[src/rtl/hdb3_pkg.sv]
// hdb3_pkg: symbol types, pipeline latency and output polarity codes for the HDB3 encoder.
package hdb3_pkg;
   typedef enum logic [1:0] {ZERO, ONE, B, V} sym_t;
   localparam int LATENCY = 4;
   localparam logic [1:0] OUT_ZERO = 2'b00;
   localparam logic [1:0] OUT_POS  = 2'b10;
   localparam logic [1:0] OUT_NEG  = 2'b01;
endpackage

[src/rtl/hdb3_polarity.sv]
// hdb3_polarity: assigns AMI/violation polarity to each leaving symbol and registers o_p/o_n.
// Optional V flag output when HDB3_VFLAG_EN is defined.
module hdb3_polarity
   import hdb3_pkg::*;
#(
   parameter logic INIT_POL = 1'b0
) (
   input  logic clk,
   input  logic rst_n,
   input  sym_t sym,
   output logic p,
   output logic n
`ifdef HDB3_VFLAG_EN
   ,
   output logic v
`endif
);
   logic last, pol, pulse;
   assign pulse = sym != ZERO;
   // violations repeat the previous pulse polarity, marks and B pulses alternate
   assign pol = (sym == V) ? last : ~last;
   always_ff @(posedge clk or negedge rst_n) begin
      if (!rst_n) begin
         {p, n} <= OUT_ZERO;
         last   <= INIT_POL;
`ifdef HDB3_VFLAG_EN
         v      <= 1'b0;
`endif
      end else begin
         {p, n} <= !pulse ? OUT_ZERO : (pol ? OUT_POS : OUT_NEG);
         if (pulse) last <= pol;
`ifdef HDB3_VFLAG_EN
         v      <= sym == V;
`endif
      end
   end
endmodule

[src/rtl/hdb3_encoder.sv]
// hdb3_encoder: NRZ to HDB3 encoder, 4-clock latency, B00V/000V substitution in a symbol pipeline.
// Define HDB3_VFLAG_EN to add the o_v violation flag output.
module hdb3_encoder
   import hdb3_pkg::*;
#(
   parameter logic INIT_POL = 1'b0
) (
   input  logic i_clk,
   input  logic i_rst,
   input  logic i_data,
   output logic o_p,
   output logic o_n
`ifdef HDB3_VFLAG_EN
   ,
   output logic o_v
`endif
);
   sym_t pipe [LATENCY];
   logic [1:0] zrun;
   logic parity, fourth;
   assign fourth = !i_data && zrun == 2'd3;
   // the first zero of the run sits in the last stage-to-be, so B replaces it on the way out
   always_ff @(posedge i_clk or negedge i_rst) begin
      if (!i_rst) begin
         for (int i = 0; i < LATENCY; i++) pipe[i] <= ZERO;
         zrun   <= 2'd0;
         parity <= 1'b0;
      end else begin
         pipe[0] <= fourth ? V : (i_data ? ONE : ZERO);
         pipe[1] <= pipe[0];
         pipe[2] <= pipe[1];
         pipe[3] <= (fourth && !parity) ? B : pipe[2];
         zrun    <= (i_data || fourth) ? 2'd0 : zrun + 2'd1;
         parity  <= fourth ? 1'b0 : parity ^ i_data;
      end
   end
   hdb3_polarity #(.INIT_POL(INIT_POL)) u_pol (
      .clk   (i_clk),
      .rst_n (i_rst),
      .sym   (pipe[LATENCY-1]),
      .p     (o_p),
      .n     (o_n)
`ifdef HDB3_VFLAG_EN
      ,
      .v     (o_v)
`endif
   );
endmodule

[config.mk]
export PLATFORM = sky130hd
export DESIGN_NAME = hdb3_encoder
export DESIGN_NICKNAME = d
export VERILOG_FILES = /design/src/rtl/hdb3_pkg.sv /design/src/rtl/hdb3_polarity.sv /design/src/rtl/hdb3_encoder.sv
export SDC_FILE = /design/constraint.sdc
export NUM_CORES = 1
export LEC_CHECK = 0
export CORE_AREA = 4 4 41 43
export CTS_BUF_LIST = sky130_fd_sc_hd__clkbuf_8 sky130_fd_sc_hd__clkbuf_16
export CTS_CLUSTER_DIAMETER = 150
export CTS_CLUSTER_SIZE = 10
export DETAILED_ROUTE_END_ITERATION = 6
export DIE_AREA = 0 0 45 47
export PLACE_DENSITY = 0.59
export SLEW_MARGIN = 20
export SYNTH_ARGS = -nofsm -noshare
export SYNTH_HDL_FRONTEND = slang
export SYNTH_SLANG_ARGS = --single-unit
[constraint.sdc]
create_clock -name i_clk -period 1.4 [get_ports i_clk]
set_input_delay 0.21 -clock i_clk [delete_from_list [all_inputs] [get_ports i_clk]]
set_output_delay 0.21 -clock i_clk [all_outputs]
set_load 0.05 [all_outputs]
# After elaboration in Yosys (flattened, before gate mapping)
# Cells that the tools add are included.
# W data, S select, Z words.
totals:
  regBits: 14
  in_bits: 3
  output_inout_bits: 2
  elab_cells: 28
classes:
  add_sub_neg: 1
  n_eq_ne: 2
  mux: 8
  n_bitwise: 2
  reduce_logical: 6
op_table:
  columns: ["operator", "n"]
  rows:
  - ["$mux W2", 5]
  - ["$eq A2 B2 Y1 const B", 2]
  - ["$mux W1", 3]
  - ["$add A2 B1 Y2 const B", 1]
  - ["$logic_and A1 B1 Y1", 2]
  - ["$logic_not A1 Y1", 2]
  - ["$reduce_bool A2 Y1", 1]
  - ["$logic_or A1 B1 Y1", 1]
  - ["$not A1 Y1", 1]
  - ["$xor A1 B1 Y1", 1]

# Longest topological paths before layout
depth:
  ltp_word: 4
  ltp_mapped: 3
  mapped_depth_nobuf: 3

# Cells and area by module
# A second synthesis with hierarchy kept.
unflattened:
  hier_cells: 31
  hier_area_um2: 483.0
by_module_without_submodules:
  columns: ["mod", "instances", "cells_per_inst", "area_per_inst_um2", "seq_area_each_um2"]
  rows:
  - ["hdb3_encoder", 1, 22, 354.1, 275.3]
  - ["hdb3_polarity", 1, 9, 128.9, 75.1]

# Worst setup path before layout
# No wires, ideal clock.
synth_path:
  path_kind: "reg2reg"
  startpoint: "register zrun[0]"
  endpoint: "register pipe[1] (netlist bit)"
  setup_time_ps: 127
  arrival_time_ps: 958
  required_time_ps: 1273
  path_slack_ps: 315
  path_stages_with_launch: 4
  path_buffers: 0
  synth_period_minus_slack_ps: 1085
  path_cell_list: "dfrtp_1 ha_1 nor3b_1 or2_2"
synth_between:
  elab_chain_len: 4
synth_lines:
  columns: ["item", "line_no", "text"]
  rows:
  - ["start: declaration", "hdb3_encoder.sv:19", "logic [1:0] zrun;"]
  - ["start signal: assignment", "hdb3_encoder.sv:33", "zrun <= (i_data || fourth) ? 2'd0 : zrun + 2'd1;"]
  - ["$eq A2 B2 Y1", "hdb3_encoder.sv:21", "assign fourth = !i_data && zrun == 2'd3;"]
  - ["$logic_and A1 B1 Y1", "hdb3_encoder.sv:21", null]
  - ["$logic_and A1 B1 Y1", "hdb3_encoder.sv:32", "pipe[3] <= (fourth && !parity) ? B : pipe[2];"]
  - ["$mux W2", "hdb3_encoder.sv:32", null]
  - ["end: declaration", "hdb3_encoder.sv:18", "sym_t pipe [LATENCY];"]
# No other way between the ends.
# A chain may end at the register's enable or synchronous reset.

# Worst setup path in the final report
# Same ends and word-level chain as after synthesis.

==> impl_metrics.env <==
export IMPL_wl_per_cell_um=10.95
export IMPL_num_vias=241
export IMPL_slowest_delay_ps=380
export IMPL_synth_top_family_by_area="simple AND/OR/NAND/NOR gates"
export IMPL_clock_sinks=14
export IMPL_cts_tree="built"
export IMPL_fin_skew_ps=1.306
export IMPL_firstDrtPassIters=2
export IMPL_total_power_mw=1.187
export IMPL_cts_buffers=3
export IMPL_syn_inst=31
export IMPL_critical_path_required_ps=1520
export IMPL_yosysMostFrequentCell="dfrtp_1"
export IMPL_grt_use_total=0.07419
export IMPL_yosysWarningCount=0
export IMPL_setup_tns_final_ps=0
export IMPL_power_leakage_nw=0.3010
export IMPL_synthTopCellsByArea="dfrtp_1 73%, mux2i_1 4.2%, xnor2_2 3.4%, nor3b_1 3.1%, ha_1 2.6%"
export IMPL_cts_clk_slew_worst_paths_ps=50
export IMPL_cp_max_fo=4
export IMPL_relSlewSlack=0.8191
export IMPL_drtIter0Drc=1
export IMPL_io_pins=5
export IMPL_min_period_ps=1166
export IMPL_critPathLaunchType="flop"
export IMPL_grt_max_degree=15
export IMPL_avgViaCountPerCell=4.382
export IMPL_crit_chain="ha_1, nor3b_1, or2_2"
export IMPL_insertion_delay_ps=240
export IMPL_grt_pass1_vias=243
export IMPL_async_flop_share=1.000
export IMPL_fin_nets=45
export IMPL_clockRootBuffer="clkbuf_8"
export IMPL_final_max_slew_violation_count=0
export IMPL_outcome="complete, no violations"
export IMPL_core_area_sq_mm=0.001301
export IMPL_gp_congestion=0.6918
export IMPL_synth_seq_cells=14
export IMPL_ir_drop_uv=660.3
export IMPL_synth_adder_area_share=0.02625
export IMPL_grt_ovfl_total=0
export IMPL_die_height_um=47
export IMPL_cp_slowest_cell="dfrtp_1"
export IMPL_synth_edf_count=0
export IMPL_cts_buffer_depth=2
export IMPL_power_density_mw_per_mm2=1921
export IMPL_finalNonFillerCells=55
export IMPL_synth_mux_area_frac=0.04199
export IMPL_fp_row_count=13
export IMPL_synth_commonest_cells="14 x dfrtp_1, 2 x mux2i_1, 2 x nor2_1, 2 x nor2b_1, 2 x nor3b_1"
export IMPL_syn_area_per_cell_sq_um=15.38
export IMPL_synth_top_cell_by_area="dfrtp_1"
export IMPL_max_freq_mhz=857.9
export IMPL_hp_class="primary input to async pin"
export IMPL_synth_ff_type="dfrtp_1"
export IMPL_drive_gt1_frac=0.2250
export IMPL_cts_resized=0
export IMPL_grt_pass1_wl_mm=1.028
export IMPL_dp_cells=51
export IMPL_rsz0062_at_grt="no"
export IMPL_synth_top_area_share=0.7349
export IMPL_cp_arrival_ps=1290
export IMPL_max_slew_worst_pin_slew_ps=270.8
export IMPL_die_area_sq_mm=0.002115
export IMPL_routed_wl_um=602
export IMPL_synth_compound_area_frac=0.01575
export IMPL_synth_xor_area_frac=0.05249
export IMPL_drc=0
export IMPL_n_antenna_cell=0
export IMPL_antenna_left=0
export IMPL_grt_antenna_before_repair=0
export IMPL_netlist_area_sq_um=476.7
export IMPL_start_util=0.3663
export IMPL_stdcell_area_sq_um=618.1
export IMPL_htree_levels=1
export IMPL_end_kind="flop"
export IMPL_area_growth_synth_to_final_pct=29.66
export IMPL_path_class="flop to flop"
export IMPL_cts_setup_buffers=0
export IMPL_yosys_area_share_simple=0.1207
export IMPL_ctsHoldBuffers=0
export IMPL_hold_viol=0
export IMPL_die_x_um=45
export IMPL_synth_distinct_cells=14
export IMPL_maxCapViolCount=0
export IMPL_numPortBuffers=4
export IMPL_synth_seq_area_share=0.7349
export IMPL_setup_viol=0
export IMPL_syn_nets=35
export IMPL_dpl_cell_area_sq_um=563.0
export IMPL_fin_crit_sh=0.8326
==> path summary, 6_finish.rpt <==
kind,from,to,slack [ps],cells past startpoint
setup / recovery,zrun[0],pipe[1],230,3
min in group i_clk,pipe[5],pipe[3],350,0
max in group asynchronous,i_rst,parity,960,2
setup reg to reg,zrun[0],pipe[1],230,3
hold reg to reg,pipe[5],pipe[3],350,0
hold / removal,i_rst,pipe[0],280,2
==> routing by layer <==
layer	GRT usage	routed length, um	vias up
met4	0.07018	12	0
li1	-	-	115
met3	0.03448	48	2
met2	0.1045	287	7
met5	0	0	-
met1	0.08213	254	117
==> registers in the layout, summed over array words and instances (netlist names) <==
register / cells
pipe: 8
zrun: 2
parity: 1
u_pol.last: 1
u_pol.n: 1
u_pol.p: 1
==> layout make-up <==
| class | instances | area, sq um |
|---|---|---|
| clock buffer | 4 | 55.05 |
| fill | 127 | 683.2 |
| inverter | 1 | 3.754 |
| multi-input combinational | 16 | 122.6 |
| sequential | 14 | 350.3 |
| tap | 15 | 18.77 |
| timing repair buffer | 5 | 67.56 |
==> critical path, delay by kind of cell (launching register included) <==
kind,cells,cell delay (ps)
adder cells (fa/ha/maj),1,240
flip-flops,1,380
AND/OR/NAND/NOR,2,430
==> through the flow <==
step / setup WS (ps) / hold slack (ps) / util
final: 234.3 / 277.7 / 0.4750
after global routing: 195.6 / 305.4 / 0.4750
after CTS: 227.8 / 280.3 / 0.4750
after detailed placement: 134.3 / 341.3 / 0.4327
after global placement: 152.9 / 334.7 / 0.4327
after floorplan: 314.9 / -85.59 / -
==> placed cells by master (no fill, tap or decap) <==
cell	instances
buf_12	2
dfrtp_1	14
nand2_1	1
or2_2	1
clkdlybuf4s50_1	2
nor3b_1	2
buf_4	1
ha_1	1
mux2i_1	2
nor2_1	2
clkbuf_8	4
xnor2_1	1
or2_1	1
inv_1	1
nand2b_1	1
nor2b_1	2
xnor2_2	1
a21o_1	1
==> cell families (layout without fill, tap and decap cells) <==
kind of cell    count (synthesis)  after routing
compound gates                  1              1
xor+xnor                        2              2
fa+ha+maj                       1              1
buf+inv                         1             10
flops                          14             14
mux                             2              2
simple gates                   10             10
==> where the power goes <==
group | switching, mW | internal [mW] | leakage, nW
clock network | 0.127 | 0.248 | 0.0288
logic | 0.135 | 0.147 | 0.0962
registers | 0.0569 | 0.473 | 0.176
total | 0.319 | 0.868 | 0.301
(Power assumes the default switching activity.)
